File: config.mk
export PLATFORM = sky130hd
export DESIGN_NAME = exc_controller_flat
export DESIGN_NICKNAME = d
export VERILOG_FILES = /design/src/rtl/exc_pkg.sv /design/src/rtl/exc_controller_if.sv /design/src/rtl/irq_prio_enc.sv /design/src/rtl/exc_controller.sv /design/src/flat_wrapper.sv
export SDC_FILE = /design/constraint.sdc
export NUM_CORES = 1
export LEC_CHECK = 0
export BUFFER_PORTS_ARGS = -buffer_cell sky130_fd_sc_hd__buf_4
export CORE_MARGIN = 4
export CORE_UTILIZATION = 50
export CTS_BUF_LIST = sky130_fd_sc_hd__clkbuf_8
export DETAILED_ROUTE_END_ITERATION = 8
export GPL_TIMING_DRIVEN = 1
export PLACE_DENSITY = 0.85
export REMOVE_ABC_BUFFERS = 1
export SLEW_MARGIN = 10
export SYNTH_ARGS = -nofsm -noshare
export SYNTH_HDL_FRONTEND = slang
export SYNTH_SLANG_ARGS = --single-unit
File: constraint.sdc
create_clock -name clk -period 2.1 [get_ports clk]
set_clock_uncertainty 0.15 [all_clocks]
set_input_delay 0.21 -clock clk [delete_from_list [all_inputs] [get_ports clk]]
set_output_delay 0.21 -clock clk [all_outputs]
set_load 0.02 [all_outputs]
File: src/rtl/exc_pkg.sv
// Shared definitions for the exception/interrupt controller: cause codes,
// controller state encoding and the cause-code width.
package exc_pkg;

  localparam int ESTATUS_W = 4;

  localparam logic [ESTATUS_W-1:0] EXC_NONE     = 4'h0;
  localparam logic [ESTATUS_W-1:0] EXC_ILLEGAL  = 4'h2;
  localparam logic [ESTATUS_W-1:0] EXC_IRQ_BASE = 4'h8;
  localparam logic [ESTATUS_W-1:0] EXC_DOUBLE   = 4'hF;

  typedef enum logic [1:0] {
    IDLE,
    REQ,
    SERVICE
  } exc_state_t;

endpackage

File: src/rtl/exc_controller_if.sv
// Bundle between the core/devices and the exception controller. The slave
// side is the controller; the master side is the core/device environment.
interface exc_controller_if #(
  parameter int N_IRQ = 4
);
  import exc_pkg::*;

  logic [N_IRQ-1:0]     ExtIRQ;
  logic [N_IRQ-1:0]     IrqEn;
  logic                 NotAnInstr;
  logic                 ExcAck;
  logic                 ERet;
  logic                 Exc;
  logic [ESTATUS_W-1:0] EStatus;
  logic [N_IRQ-1:0]     ExtIAck;
  logic                 InService;
  logic [N_IRQ-1:0]     Pending;
  logic                 DoubleFault;

  modport slave (
    input  ExtIRQ, IrqEn, NotAnInstr, ExcAck, ERet,
    output Exc, EStatus, ExtIAck, InService, Pending, DoubleFault
  );

  modport master (
    output ExtIRQ, IrqEn, NotAnInstr, ExcAck, ERet,
    input  Exc, EStatus, ExtIAck, InService, Pending, DoubleFault
  );

endinterface

File: src/rtl/irq_prio_enc.sv
// Fixed-priority encoder: reports whether any request is set and the index
// of the lowest-numbered one (lowest index wins).
module irq_prio_enc #(
  parameter int N_IRQ = 4,
  parameter int IDX_W = (N_IRQ > 1) ? $clog2(N_IRQ) : 1
) (
  input  logic [N_IRQ-1:0] req,
  output logic             valid,
  output logic [IDX_W-1:0] idx
);

  // Scan from the top down so the lowest set index is written last.
  always_comb begin
    valid = 1'b0;
    idx   = '0;
    for (int i = N_IRQ - 1; i >= 0; i--) begin
      if (req[i]) begin
        valid = 1'b1;
        idx   = IDX_W'(i);
      end
    end
  end

endmodule

File: src/rtl/exc_controller.sv
// Exception/interrupt controller: latched IRQ channels with enable, fixed
// priority and edge/level sensing, plus the request/ack/return handshake.
module exc_controller
  import exc_pkg::*;
#(
  parameter int               N_IRQ     = 4,
  parameter logic [N_IRQ-1:0] EDGE_MASK = N_IRQ'(1)
) (
  input  logic              clk,
  input  logic              reset,
  exc_controller_if.slave   bus
);

  localparam int IDX_W = (N_IRQ > 1) ? $clog2(N_IRQ) : 1;

  exc_state_t           state_q, state_n;
  logic [N_IRQ-1:0]     pend_q, pend_n;
  logic [N_IRQ-1:0]     prev_q;
  logic [N_IRQ-1:0]     cand_req;
  logic [N_IRQ-1:0]     irq_ack;
  logic [ESTATUS_W-1:0] cause_q, cause_n;
  logic [ESTATUS_W-1:0] estatus_c;
  logic [IDX_W-1:0]     sel_q, sel_n;
  logic [IDX_W-1:0]     cand_idx;
  logic                 cand_vld;
  logic                 dfault_q, dfault_n;
  logic                 exc_c;
  logic                 ack_fire;

  assign cand_req = pend_q & bus.IrqEn;

  irq_prio_enc #(
    .N_IRQ (N_IRQ),
    .IDX_W (IDX_W)
  ) u_prio_enc (
    .req   (cand_req),
    .valid (cand_vld),
    .idx   (cand_idx)
  );

  assign irq_ack = ack_fire ? (N_IRQ'(1) << sel_q) : '0;

  // Edge channels latch a rising edge until acknowledged; a new edge in the
  // ack cycle keeps the channel pending. Level channels mirror the line.
  always_comb begin
    pend_n = pend_q;
    for (int i = 0; i < N_IRQ; i++) begin
      if (EDGE_MASK[i]) begin
        pend_n[i] = (bus.ExtIRQ[i] & ~prev_q[i]) | (pend_q[i] & ~irq_ack[i]);
      end else begin
        pend_n[i] = bus.ExtIRQ[i];
      end
    end
  end

  always_comb begin
    state_n   = state_q;
    cause_n   = cause_q;
    sel_n     = sel_q;
    dfault_n  = dfault_q;
    exc_c     = 1'b0;
    estatus_c = EXC_NONE;
    ack_fire  = 1'b0;
    case (state_q)
      IDLE: begin
        // An illegal opcode traps in the same cycle, ahead of any IRQ.
        if (bus.NotAnInstr) begin
          exc_c     = 1'b1;
          estatus_c = EXC_ILLEGAL;
        end
        if (bus.NotAnInstr && bus.ExcAck) begin
          cause_n = EXC_ILLEGAL;
          state_n = SERVICE;
        end else if (cand_vld) begin
          cause_n = EXC_IRQ_BASE | ESTATUS_W'(cand_idx);
          sel_n   = cand_idx;
          state_n = REQ;
        end
      end
      REQ: begin
        exc_c     = 1'b1;
        estatus_c = bus.NotAnInstr ? EXC_ILLEGAL : cause_q;
        if (bus.ExcAck) begin
          state_n = SERVICE;
          // A trap taken over the IRQ leaves that channel pending.
          if (bus.NotAnInstr) begin
            cause_n = EXC_ILLEGAL;
          end else begin
            ack_fire = 1'b1;
          end
        end
      end
      SERVICE: begin
        estatus_c = cause_q;
        if (bus.NotAnInstr) begin
          dfault_n = 1'b1;
          cause_n  = EXC_DOUBLE;
        end
        if (bus.ERet) begin
          state_n = IDLE;
        end
      end
      default: begin
        state_n = IDLE;
      end
    endcase
  end

  always_ff @(posedge clk or posedge reset) begin
    if (reset) begin
      state_q  <= IDLE;
      pend_q   <= '0;
      prev_q   <= '0;
      cause_q  <= EXC_NONE;
      sel_q    <= '0;
      dfault_q <= 1'b0;
    end else begin
      state_q  <= state_n;
      pend_q   <= pend_n;
      prev_q   <= bus.ExtIRQ;
      cause_q  <= cause_n;
      sel_q    <= sel_n;
      dfault_q <= dfault_n;
    end
  end

  // Outputs are forced quiet while reset is held, including the
  // combinational trap path.
  assign bus.Exc         = exc_c & ~reset;
  assign bus.EStatus     = reset ? EXC_NONE : estatus_c;
  assign bus.ExtIAck     = reset ? '0 : irq_ack;
  assign bus.InService   = (state_q == SERVICE) & ~reset;
  assign bus.Pending     = reset ? '0 : pend_q;
  assign bus.DoubleFault = dfault_q & ~reset;

endmodule

File: src/flat_wrapper.sv
// flat-port wrapper written by rule: the top's interface ports become plain ports
module exc_controller_flat import exc_pkg::*;
#(
  parameter int               N_IRQ     = 4,
  parameter logic [N_IRQ-1:0] EDGE_MASK = N_IRQ'(1)
)
  (clk, reset, bus_ExtIRQ, bus_IrqEn, bus_NotAnInstr, bus_ExcAck, bus_ERet, bus_Exc, bus_EStatus, bus_ExtIAck, bus_InService, bus_Pending, bus_DoubleFault);
  exc_controller_if #(.N_IRQ(N_IRQ)) bus_i ();
  input  logic clk;
  input  logic reset;
  input wire logic [$bits(bus_i.ExtIRQ)-1:0] bus_ExtIRQ;
  input wire logic [$bits(bus_i.IrqEn)-1:0] bus_IrqEn;
  input wire logic [$bits(bus_i.NotAnInstr)-1:0] bus_NotAnInstr;
  input wire logic [$bits(bus_i.ExcAck)-1:0] bus_ExcAck;
  input wire logic [$bits(bus_i.ERet)-1:0] bus_ERet;
  output wire logic [$bits(bus_i.Exc)-1:0] bus_Exc;
  output wire logic [$bits(bus_i.EStatus)-1:0] bus_EStatus;
  output wire logic [$bits(bus_i.ExtIAck)-1:0] bus_ExtIAck;
  output wire logic [$bits(bus_i.InService)-1:0] bus_InService;
  output wire logic [$bits(bus_i.Pending)-1:0] bus_Pending;
  output wire logic [$bits(bus_i.DoubleFault)-1:0] bus_DoubleFault;
  assign bus_i.ExtIRQ = bus_ExtIRQ;
  assign bus_i.IrqEn = bus_IrqEn;
  assign bus_i.NotAnInstr = bus_NotAnInstr;
  assign bus_i.ExcAck = bus_ExcAck;
  assign bus_i.ERet = bus_ERet;
  assign bus_Exc = bus_i.Exc;
  assign bus_EStatus = bus_i.EStatus;
  assign bus_ExtIAck = bus_i.ExtIAck;
  assign bus_InService = bus_i.InService;
  assign bus_Pending = bus_i.Pending;
  assign bus_DoubleFault = bus_i.DoubleFault;
  exc_controller #(.N_IRQ(N_IRQ), .EDGE_MASK(EDGE_MASK)) u_core (.clk(clk), .reset(reset), .bus(bus_i));
endmodule
# After elaboration in Yosys (flattened, before gate mapping)
# Cells that the tools add are included.
[totals]
out_inout_bits = 15
ramBits = 0
romBits = 0
ff_bits = 14
latchBits = 0
memories = 0
[op_classes]
eq_ne = 6
bitwise_logic = 11
reduce_logical = 7
addsub = 0
mul = 0
div = 0
n_mux = 30
order_cmp = 0
n_shift = 1
[ops]
columns = ["cell", "count"]
rows = [
  ["$mux W4", 9],
  ["$pmux W4 S3", 2],
  ["$mux W2", 9],
  ["$mux W1", 8],
  ["$ne A2 B2 Y1 const B", 3],
  ["$pmux W2 S3", 1],
  ["$reduce_and A3 Y1", 2],
  ["$and A1 B1 Y1", 5],
  ["$and A4 B4 Y4", 1],
  ["$not A1 Y1", 4],
  ["$reduce_and A4 Y1", 1],
  ["$shl A1 B2 Y4 const A", 1],
  ["$ne A3 B1 Y1 const B", 1],
  ["$reduce_bool A3 Y1", 1],
  ["$eq A2 B1 Y1 const B", 1],
  ["$eq A2 B2 Y1 const B", 1],
  ["$logic_not A2 Y1", 1],
  ["$pmux W1 S2", 1],
  ["$reduce_and A2 Y1", 1],
  ["$logic_and A1 B1 Y1", 1],
  ["$or A1 B1 Y1", 1],
]

# Depth between registers and ports, before layout
# Gate-level depths: netlist of the first run.
[logic_depth]
ltp_word = 8
depth_mapped = 6
depth_no_buf = 6

# Hierarchy
# Synthesis of the first run repeated with hierarchy kept, for this count alone.
[unflattened]
hier_cells = 101
area_unflattened_um2 = 949.7
[modules_own_cells]
columns = ["module", "area_each_um2", "n_inst", "cells_per_inst"]
rows = [
  ["exc_controller", 914.6, 1, 94],
  ["irq_prio_enc", 35.0, 1, 7],
]

# Worst setup path before layout of the first run
# Ideal clock, no wire load.
[synth_timing]
path_type = "register to output"
startpoint = "register u_core.state_q[1]"
endpoint = "output bus_ExtIAck[0]"
setup_slack_ns = 0.123
required_ns = 1.740
path_stages_with_launch = 6
t_arrival_ns = 1.617
cell_sequence = "dfrtp_1 > inv_1 > ha_1 > and2b_2 > nand2_1 > nor4_1"
[synth_via]
elab_chain_len = 4
[synth_rtl]
columns = ["element", "line_no", "rtl"]
rows = [
  ["start, declared", "exc_controller.sv:16", "exc_state_t state_q, state_n;"],
  ["start signal, assigned", "exc_controller.sv:118", "state_q <= state_n;"],
  ["$eq A2 B1 Y1", "exc_controller.sv:64", "case (state_q)"],
  ["$mux W1", "exc_controller.sv:64", ""],
  ["$mux W4", "exc_controller.sv:41", "assign irq_ack = ack_fire ? (N_IRQ'(1) << sel_q) : '0;"],
  ["$mux W4", "exc_controller.sv:131", "assign bus.ExtIAck = reset ? '0 : irq_ack;"],
  ["end, declared", "flat_wrapper.sv:18", "output wire logic [$bits(bus_i.ExtIAck)-1:0] bus_ExtIAck;"],
]
# Every way passes these cells.

# Worst setup path in the final report of the first run
[layout_timing]
startpoint = "register u_core.state_q[1]"
endpoint = "output bus_EStatus[2]"
[layout_via]
elab_chain_len = 3
word_cells_on_any_way = 5
[layout_rtl]
columns = ["element", "line_no", "rtl"]
rows = [
  ["$eq A2 B2 Y1, or another cell as far along", "exc_controller.sv:64", ""],
  ["$pmux W4 S3 *", "exc_controller.sv:64", ""],
  ["$mux W4 *", "exc_controller.sv:130", "assign bus.EStatus = reset ? EXC_NONE : estatus_c;"],
  ["end, declared", "flat_wrapper.sv:17", "output wire logic [$bits(bus_i.EStatus)-1:0] bus_EStatus;"],
]
# Every way passes the cells marked *; elsewhere a longest branch is shown, timed or not.

==> run metrics, run 1 <==
highest cell delay on the worst timing path 440 ps; number of core rows 15; Area Growth Syn to Fin 38.4%; core area 0.00173 mm²; mean instance size in the synthesized netlist 9.38 µm²; post-detailed-route count of antenna-violating nets 0; nature of the critical path startpoint flip-flop; largest fanout on the critical path 8; vias post-DR 867; Setup violations, final 0; CTS sink cnt 14; routability cong. 0.897; Initial Utilization 0.533; Die Y-Extent 50.9 µm; TritonCTS clock tree done; hold violation count in the final report 0; final wirelength 2.49 mm; buffer levels on the longest clock path 2; number of remaining DRC errors 0; leading cell types in the layout, fill and taps excluded sky130_fd_sc_hd__buf_4 (28), sky130_fd_sc_hd__dfrtp_1 (13), sky130_fd_sc_hd__inv_1 (11); leakage power of the design 0.000599 µW; areal power density over the cells 1150 mW/mm²; run status completed; grt ovf 0; Post-Route Utilization 0.737; final critical-path required period 2030 ps; library cell with the largest summed area after synthesis sky130_fd_sc_hd__dfrtp_1; number of instances in the synthesized netlist 98; maximum number of pins on one net before global-route repair 15; overall die area 0.00259 mm²; number of distinct library cells after synthesis 33; count of pins on the block boundary 28; top post-synthesis cells by area sky130_fd_sc_hd__dfrtp_1 (38%), sky130_fd_sc_hd__ha_1 (6.8%), sky130_fd_sc_hd__inv_1 (4.9%); combinational group share of total power 0.514; die width 50.9 µm; router iterations before antenna repair 4; fill count 129; Worst-Margin Slew 258 ps; sequential fraction of design power 0.300; launch instance of the worst register-to-register path u_core.state_q[0]; buffer cell driving the clock tree root sky130_fd_sc_hd__clkbuf_8; later-pin clock latency in the skew report 250 ps; hpwl dp 1.71 mm; Worst R2R Setup Slack 150 ps; Final Max Tran Viols 0; Worst Setup SP u_core.state_q[1]; RSZ-0062 raised after global routing yes; via count of the first global-routing pass 877; combined area of all synthesized cells 920 µm²; Placement Cell Area 0.00114 mm²; share of the synthesized area in the top cell type 0.381; clock network fraction of design power 0.186; Reg2Reg Depth 6; end of the worst register-to-register path u_core.cause_q[1]; initial antenna violation count 0; critical path cell sequence inv_2 > ha_4 > and2b_2 > o21ai_1 > nor2_1 > buf_4; Ant. Diodes 0; data arrival time of the critical path 1670 ps; mean number of vias per cell 5.52; destination of the critical timing path bus_EStatus[2]; Pint 864 µW; number of warnings printed during yosys synthesis 0; worst slew margin relative to its limit 0.825; port bufs 27; Max-cap violations 0; first-pass GRT wire length 4.04 mm; type of the worst min-delay path in2reg; period utilization 0.968; iteration-0 DRC count of the detailed router 16; fraction of final layout cells with drive strength greater than 1 0.371; standard cell with the maximum stage delay on the critical path sky130_fd_sc_hd__dfrtp_1; register bit count reported by yosys 14; hold wc startpoint bus_NotAnInstr; power spent charging and discharging nets 600 µW; kind of capture point of the worst setup path output port; post-route cell area 0.00127 mm²; fraction of power spent switching nets 0.410; Worst Path Required 1740 ps; sequential area share after synthesis 0.381; clock-pin transition on the worst setup and hold timing paths 60 ps; path type of the worst setup path reg2out; worst IR drop on VDD 0.738 mV; Highest Clock Rate 0.492 GHz; Nets 151; Wirelength per Cell 15.8 µm; Num CTS Buffers 3; htree depth 1; Tot GR Track Use 0.214; most common cell after layout, fill and taps aside sky130_fd_sc_hd__buf_4
## per-layer routing
| metal | wire [µm] | GRT usage | up-vias |
|---|---|---|---|
| li1 | - | - | 414 |
| met1 | 995 | 0.244 | 406 |
| met2 | 1280 | 0.370 | 40 |
| met3 | 150 | 0.0583 | 7 |
| met4 | 59 | 0.103 | 0 |
| met5 | 0 | 0 | - |
## repair_timing
item	4_1_cts	5_1_grt
setup endpoints to repair	5	6
setup buffers	0	0
gates resized for setup	2	5
endpoints found under the hold margin	18	0
gates cloned	0	0
hold buffers	5	0
## Yosys cell counts (all sizes together)
cell type,instances
clkbuf,2
a22o,1
dfrtp,14
a32oi,2
a21o,1
nor4b,1
mux2,2
o21ai,8
inv,12
buf,1
nand2,7
nor4,2
o31ai,1
ha,5
a21boi,2
a22oi,1
nand2b,1
a31oi,3
and2b,2
nor2,8
nand3,3
a21oi,6
a32o,2
nor2b,5
nand4,3
mux2i,1
o2bb2ai,2
## power groups by stage
stage	Combinational, µW	Clock, µW	Sequential, µW
after global placement	679	0	423
after detailed placement	702	0	430
after global routing	822	292	449
final	752	272	440
after floorplan	526	0	410
after CTS	719	274	427
## sequential cells by signal, summed over array words and instances (netlist names)
signal           flops
u_core.pend_q        4
u_core.sel_q         2
u_core.cause_q       4
u_core.prev_q        1
u_core.dfault_q      1
u_core.state_q       2
## how the worst min path moves through the flow
stage | end | slack [ps] | cells after the start
5_1_grt | u_core.dfault_q | 130 | 2
3_5_place_dp | u_core.state_q[0] | 170 | 3
3_3_place_gp | u_core.cause_q[1] | 170 | 3
6_report | u_core.dfault_q | 120 | 2
2_1_floorplan | u_core.cause_q[0] | -40 | 1
4_1_cts | u_core.dfault_q | 120 | 2
## kinds of logic after synthesis
kind of cell	share of synthesized area
compound gates	0.230
fa+ha+maj	0.0680
buf+inv	0.0667
flops	0.381
mux	0.0435
simple gates	0.211
## through the flow
stage | hold slack [ps] | setup slack, ps | std cells | total power [µW] | TNS (ps)
floorplan | -42.6 | 123 | 95 | 935 | 0
finish | 123 | 66.6 | 157 | 1460 | 0
detailed placement | 170 | 149 | 148 | 1130 | 0
global route | 130 | -0.864 | 157 | 1560 | -0.864
CTS | 118 | 18.2 | 157 | 1420 | 0
global placement | 167 | 254 | 148 | 1100 | 0
## cell type report
| cell class | instances | area [µm²] | area share |
|---|---|---|---|
| Multi-Input combinational cell | 69 | 529 | 0.416 |
| Sequential cell | 14 | 352 | 0.276 |
| Timing Repair Buffer | 33 | 260 | 0.205 |
| Clock buffer | 4 | 55.1 | 0.0433 |
| Inverter | 12 | 45.0 | 0.0354 |
| Tap cell | 25 | 31.3 | 0.0246 |
## critical path, delay by kind of cell (launching register included)
kind            cells  cell delay (ps)
flops               1              440
simple gates        2              310
buf+inv             2              250
compound gates      1              220
fa+ha+maj           1              190
Power figures use the tool's default switching activity.
==> run 2, diff against run 1 <==
BUFFER_PORTS_ARGS = unset   (was -buffer_cell sky130_fd_sc_hd__buf_4)
DONT_BUFFER_PORTS = 1   (was unset)
PLACE_DENSITY = 0.72   (was 0.85)
RECOVER_POWER = 100   (was unset)
==> run 2 against run 1 <==
Worst setup slack gained 41 ps. Count of clock-buffer cells in the layout is the same. Clock power shrank 4%. Register-to-register slack is essentially flat. Sequential cell count is the same. Core utilization shrank 11 points. Highest routed layer unchanged.
==> run metrics, run 2 (same netlist as run 1, synthesis figures left out) <==
Highest Clock Rate 0.502 GHz; worst setup slack before clock tree synthesis 177 ps; setup ws final 107 ps; Worst Path Required 1740 ps; Reg2Reg Depth 6; hold violation count in the final report 0; nature of the critical path startpoint flip-flop; Setup violations, final 0; Wirelength per Cell 16.1 µm; post-detailed-route count of antenna-violating nets 0; run status completed; CTS sink cnt 14; hold wc startpoint bus_IrqEn[0]; critical path cell sequence inv_2 > ha_4 > and2b_2 > nand2_1 > nor4_1 > buf_4; final wirelength 2.15 mm; GR met2 Demand/Resource 0.300; most common cell after layout, fill and taps aside sky130_fd_sc_hd__dfrtp_1; buffer levels on the longest clock path 2; iteration-0 DRC count of the detailed router 11; Ant. Diodes 0; worst IR drop on VDD 0.695 mV; number of core rows 15; crit-path leading delay family simple AND/OR/NAND/NOR gates; Nets 128; Initial Utilization 0.533; total negative slack for setup checks 0 ps; path type of the worst setup path reg2out; clock-pin transition on the worst setup and hold timing paths 60 ps; RSZ-0062 raised after global routing no; number of cells on the worst hold path 3; leading cell types in the layout, fill and taps excluded sky130_fd_sc_hd__dfrtp_1 (14), sky130_fd_sc_hd__inv_1 (11), sky130_fd_sc_hd__o21ai_0 (7); endpoint of the worst hold-timing path u_core.sel_q[0]; Worst-Margin Slew 758 ps; data arrival time of the critical path 1630 ps; first-pass GRT wire length 3.33 mm; Max-cap violations 0; met1 track demand over resource 0.212; htree depth 1; fraction of final layout cells with drive strength greater than 1 0.211; number of remaining DRC errors 0; areal power density over the cells 1250 mW/mm²; mean number of vias per cell 5.82; routability cong. 0.885; die width 50.9 µm; clock network fraction of design power 0.192; launch instance of the worst register-to-register path u_core.state_q[0]; worst slew margin relative to its limit 0.495; Pint 808 µW; biggest registers after layout u_core.cause_q: 4 flops, u_core.pend_q: 4 flops; highest cell delay on the worst timing path 440 ps; sequential fraction of design power 0.318; type of the worst min-delay path in2reg; maximum number of pins on one net before global-route repair 15; power after layout 1360 µW; power spent charging and discharging nets 556 µW; Area Growth Syn to Fin 18.2%; buffer count from post-CTS setup fixing 0; period utilization 0.949; TritonCTS clock tree done; Worst R2R Setup Slack 140 ps; Num CTS Buffers 3; count of pins on the block boundary 28; end of the worst register-to-register path u_core.cause_q[1]; standard cell with the maximum stage delay on the critical path sky130_fd_sc_hd__dfrtp_1; later-pin clock latency in the skew report 250 ps; router iterations before antenna repair 4; Tot GR Track Use 0.177; final critical-path required period 1990 ps; Die Y-Extent 50.9 µm; routing layer with the top usage in global route met2; overall die area 0.00259 mm²; port bufs 0; largest fanout on the critical path 8; hpwl dp 1.56 mm; via count of the first global-routing pass 732; fraction of power spent switching nets 0.407; combinational group share of total power 0.490; core area 0.00173 mm²; kind of capture point of the worst setup path output port; Final Max Tran Viols 0; count of buffer and inverter cells on the critical path 2; initial antenna violation count 0; buffer cell driving the clock tree root sky130_fd_sc_hd__clkbuf_8; vias post-DR 780; met3 demand-to-capacity share in global routing 0.0321; leakage power of the design 0.000469 µW; grt ovf 0
==> run 2: worst reg2reg max path, delay by kind of cell (launching register included) <==
kind / cells / cell delay (ps)
flip-flops: 1 / 450
AND/OR/NAND/NOR: 2 / 330
multiplexers: 1 / 310
AO/OA/AOI/OAI: 1 / 280
adder cells (fa/ha/maj): 1 / 210
buffers and inverters: 1 / 110
==> run 2: how the worst max path moves through the flow <==
stage	cells after the start	start	slack, ps	end
detailed placement	5	u_core.state_q[1]	180	bus_EStatus[3]
CTS	6	u_core.state_q[1]	20	bus_ExtIAck[1]
global route	6	u_core.state_q[1]	10	bus_ExtIAck[1]
finish	6	u_core.state_q[1]	110	bus_ExtIAck[0]
global placement	5	u_core.state_q[1]	180	bus_EStatus[2]
floorplan	5	u_core.state_q[1]	120	bus_ExtIAck[0]
==> run 2: what timing repair did <==
item                                   4_1_cts  5_1_grt
endpoints found under the hold margin       20        0
setup endpoints to repair                    7        8
resized for setup                            3        6
pin swaps                                    0        0
cloned                                       0        0
hold buffers                                 6        0
==> run 2: cell type report <==
cell class,instances,area (µm²)
fillers,161,639
well taps,25,31.3
repair buffers,10,81.3
multi-input cells,69,524
clock buffers,4,55.1
inverters,12,45.0
flip-flops and latches,14,350
==> run 2: per-layer routing <==
metal,vias up,wire [µm]
li1,369,-
met1,383,939
met2,23,1080
met3,5,89
met4,0,43
met5,-,0
==> run 2: power by group through the flow <==
| stage | logic, µW | clock network (µW) | registers (µW) |
|---|---|---|---|
| global route | 729 | 279 | 448 |
| floorplan | 526 | 0 | 410 |
| detailed placement | 638 | 0 | 429 |
| global placement | 630 | 0 | 424 |
| finish | 668 | 262 | 434 |
| CTS | 663 | 268 | 424 |
==> run 2: metrics by stage <==
stage | hold WS [ps] | cells | utilization | cell area, µm²
final | 27.5 | 134 | 0.630 | 1090
after global placement | -15.7 | 124 | 0.559 | 965
after detailed placement | -8.54 | 124 | 0.559 | 965
after global routing | 34.1 | 134 | 0.630 | 1090
after floorplan | -42.6 | 95 | - | 903
after CTS | 18.8 | 134 | 0.628 | 1080
==> run 3, diff against run 2 <==
ABC_AREA = 1   (was unset)
GPL_TIMING_DRIVEN = 0   (was 1)
==> run 3 against run 2 <==
Sequential cell count unchanged. Combinational power increased by 17%. Core utilization increased by 4.1 points. Hold slack improved by 41 ps. Via count increased by 4.5%. Largest cell class unchanged. Worst setup slack got worse by 12 ps. First-iteration DRC count increased by 55%. Cell area increased by 6.6%. Fmax decreased by 0.58%. Sequential share of layout area decreased by 1.9 points. Synthesized cell count increased by 29%. Clock power decreased by 18%.
==> run metrics, run 3 <==
combinational group share of total power 0.544; fraction of final layout cells with drive strength greater than 1 0.196; post-synthesis simple-gate area fraction 0.372; number of remaining DRC errors 0; Worst R2R Setup Slack 430 ps; path type of the worst setup path reg2out; final wirelength 2.05 mm; Max-cap violations 0; post-route cell area 0.00116 mm²; end of the worst register-to-register path u_core.state_q[1]; most common cell after layout, fill and taps aside sky130_fd_sc_hd__nand2_1; first-pass GRT wire length 3.43 mm; run status completed; Post-synth top cells sky130_fd_sc_hd__nand2_1 (33), sky130_fd_sc_hd__inv_1 (19), sky130_fd_sc_hd__nor2_1 (16); DR top layer met4; Tot GR Track Use 0.180; Area Growth Syn to Fin 27.2%; Reg2Reg Depth 7; clock network fraction of design power 0.150; hold violation count in the final report 0; sequential fraction of design power 0.307; number of cells on the worst hold path 3; buffer cell driving the clock tree root sky130_fd_sc_hd__clkbuf_8; maximum number of pins on one net before global-route repair 15; share of the synthesized area in the top cell type 0.385; kind of capture point of the worst setup path output port; mux share of post-synthesis cell area 0; worst slew margin relative to its limit 0.585; TritonCTS clock tree done; buffer levels on the longest clock path 2; sequential area share after synthesis 0.385; top post-synthesis cells by area sky130_fd_sc_hd__dfrtp_1 (38%), sky130_fd_sc_hd__nand2_1 (14%), sky130_fd_sc_hd__inv_1 (7.8%); count of pins on the block boundary 28; router iterations before antenna repair 4; number of core rows 15; nature of the critical path startpoint flip-flop; power spent charging and discharging nets 689 µW; mean number of vias per cell 5.00; hold wc startpoint bus_IrqEn[0]; endpoint of the worst hold-timing path u_core.sel_q[0]; fraction of power spent switching nets 0.478; Synth Area in Compound Gates 0.0824; later-pin clock latency in the skew report 240 ps; number of distinct library cells after synthesis 23; setup ws final 95.8 ps; EDFF count, synth 0; Wirelength per Cell 12.6 µm; CTS sink cnt 14; launch instance of the worst register-to-register path u_core.state_q[0]; via count of the first global-routing pass 796; final critical-path required period 2000 ps; vias post-DR 815; M1 wire length 795 µm; dominant combinational cell family by area after synthesis simple AND/OR/NAND/NOR gates; leakage power of the design 0.000606 µW; Die Y-Extent 50.7 µm; Placement Cell Area 937 µm²; hold slack 68.0 ps; Ant. Diodes 0; core area 0.00173 mm²; die width 50.7 µm; Highest Clock Rate 0.499 GHz; period utilization 0.954; leading cell types in the layout, fill and taps excluded sky130_fd_sc_hd__nand2_1 (33), sky130_fd_sc_hd__inv_1 (19), sky130_fd_sc_hd__nor2_1 (15); largest fanout on the critical path 5; number of instances in the synthesized netlist 126; Worst-Margin Slew 621 ps; grt ovf 0; WL met3 120 µm; xor/xnor cell area share of the yosys netlist 0; worst IR drop on VDD 0.768 mV; data arrival time of the critical path 1640 ps; mean instance size in the synthesized netlist 7.23 µm²; iteration-0 DRC count of the detailed router 17; Nets 158; hpwl dp 1.52 mm; overall die area 0.00257 mm²; worst setup slack before clock tree synthesis -53.3 ps; Setup violations, final 0; Num CTS Buffers 3; Post-Route Utilization 0.671; most frequent cell after synthesis sky130_fd_sc_hd__nand2_1; ys async rst share 1.00; routability cong. 0.842; port bufs 0; initial antenna violation count 0; htree depth 1; type of the worst min-delay path in2reg; share of synthesized cell area in full adder, half adder and majority cells 0.0687; Worst Path Required 1740 ps; library cell with the largest summed area after synthesis sky130_fd_sc_hd__dfrtp_1; Pint 752 µW; Initial Utilization 0.528; combined area of all synthesized cells 911 µm²; main flop type after synthesis sky130_fd_sc_hd__dfrtp_1; Met2 Routed Length 1.12 mm; Final Max Tran Viols 0; register bit count reported by yosys 14; biggest registers after layout u_core.cause_q: 4 flops, u_core.pend_q: 4 flops; clock-pin transition on the worst setup and hold timing paths 50 ps; areal power density over the cells 1240 mW/mm²; post-detailed-route count of antenna-violating nets 0; number of warnings printed during yosys synthesis 0
==> run 3: cell types whose count changed after synthesis, sizes merged, moves of 3 or more <==
cell   previous run  this run
nand2             7        39
nor2              8        18
inv              12        21
nor2b             5         0
o21ai             8         4
a31oi             3         0
nor3              0         3
nor3b             0         3
==> run 3: what timing repair did <==
action                     in CTS  in global routing
pin swaps                       1                  4
setup endpoints to repair       7                  8
hold buffers                    7                  0
setup buffers                   0                  3
gates resized for setup         8                 10
hold endpoints to repair       21                  0
==> run 3: power by group through the flow <==
stage                     sequential, µW  clock [µW]  combinational [µW]
final                                442         216                 783
after global routing                 456         235                 895
after CTS                            438         222                 718
after detailed placement             433           0                 673
after global placement               429           0                 654
after floorplan                      413           0                 567
==> run 3: per-stage QoR <==
| step | std cells | setup TNS, ps | power [µW] |
|---|---|---|---|
| 4_1_cts | 160 | -295 | 1380 |
| 3_5_place_dp | 150 | -99.0 | 1110 |
| 5_1_grt | 163 | -4.56 | 1590 |
| 2_1_floorplan | 125 | 0 | 980 |
| 6_report | 163 | 0 | 1440 |
| 3_3_place_gp | 150 | -48.6 | 1080 |
==> run 3: logic make-up (layout without fill, tap and decap cells) <==
group / Yosys count / in the layout
and+or+nand+nor: 73 / 73
buffers and inverters: 22 / 34
DFF: 14 / 14
AOI/OAI and AO/OA: 12 / 12
adders and majority gates: 5 / 5
==> run 3: critical path, cell delays in order, from the launching register on <==
cell                      delay (ps)
sky130_fd_sc_hd__dfrtp_1         440
sky130_fd_sc_hd__ha_1            220
sky130_fd_sc_hd__or2_2           360
sky130_fd_sc_hd__nor3b_2         390
==> run 3: final cells by class <==
class,count,area [µm²]
repair buffers,10,92.6
flip-flops and latches,14,352
multi-input cells,90,563
inverters,21,78.8
well taps,25,31.3
clock buffers,3,41.3
fillers,141,568
==> run 3: metal layers <==
| metal | up-vias | global-route usage |
|---|---|---|
| met3 | 2 | 0.0623 |
| met4 | 0 | 0.0404 |
| met2 | 26 | 0.320 |
| met5 | - | 0 |
| met1 | 368 | 0.206 |
| li1 | 419 | - |
==> run 3: how the worst max path moves through the flow <==
stage / cells past startpoint / to / slack [ps] / from
floorplan: 6 / bus_ExtIAck[1] / 150 / u_core.state_q[1]
global placement: 6 / bus_ExtIAck[3] / -20 / u_core.state_q[1]
detailed placement: 6 / bus_ExtIAck[3] / -50 / u_core.state_q[1]
CTS: 6 / bus_EStatus[3] / -100 / u_core.state_q[1]
global route: 3 / bus_EStatus[1] / -5 / u_core.state_q[0]
finish: 3 / bus_EStatus[3] / 100 / u_core.state_q[0]
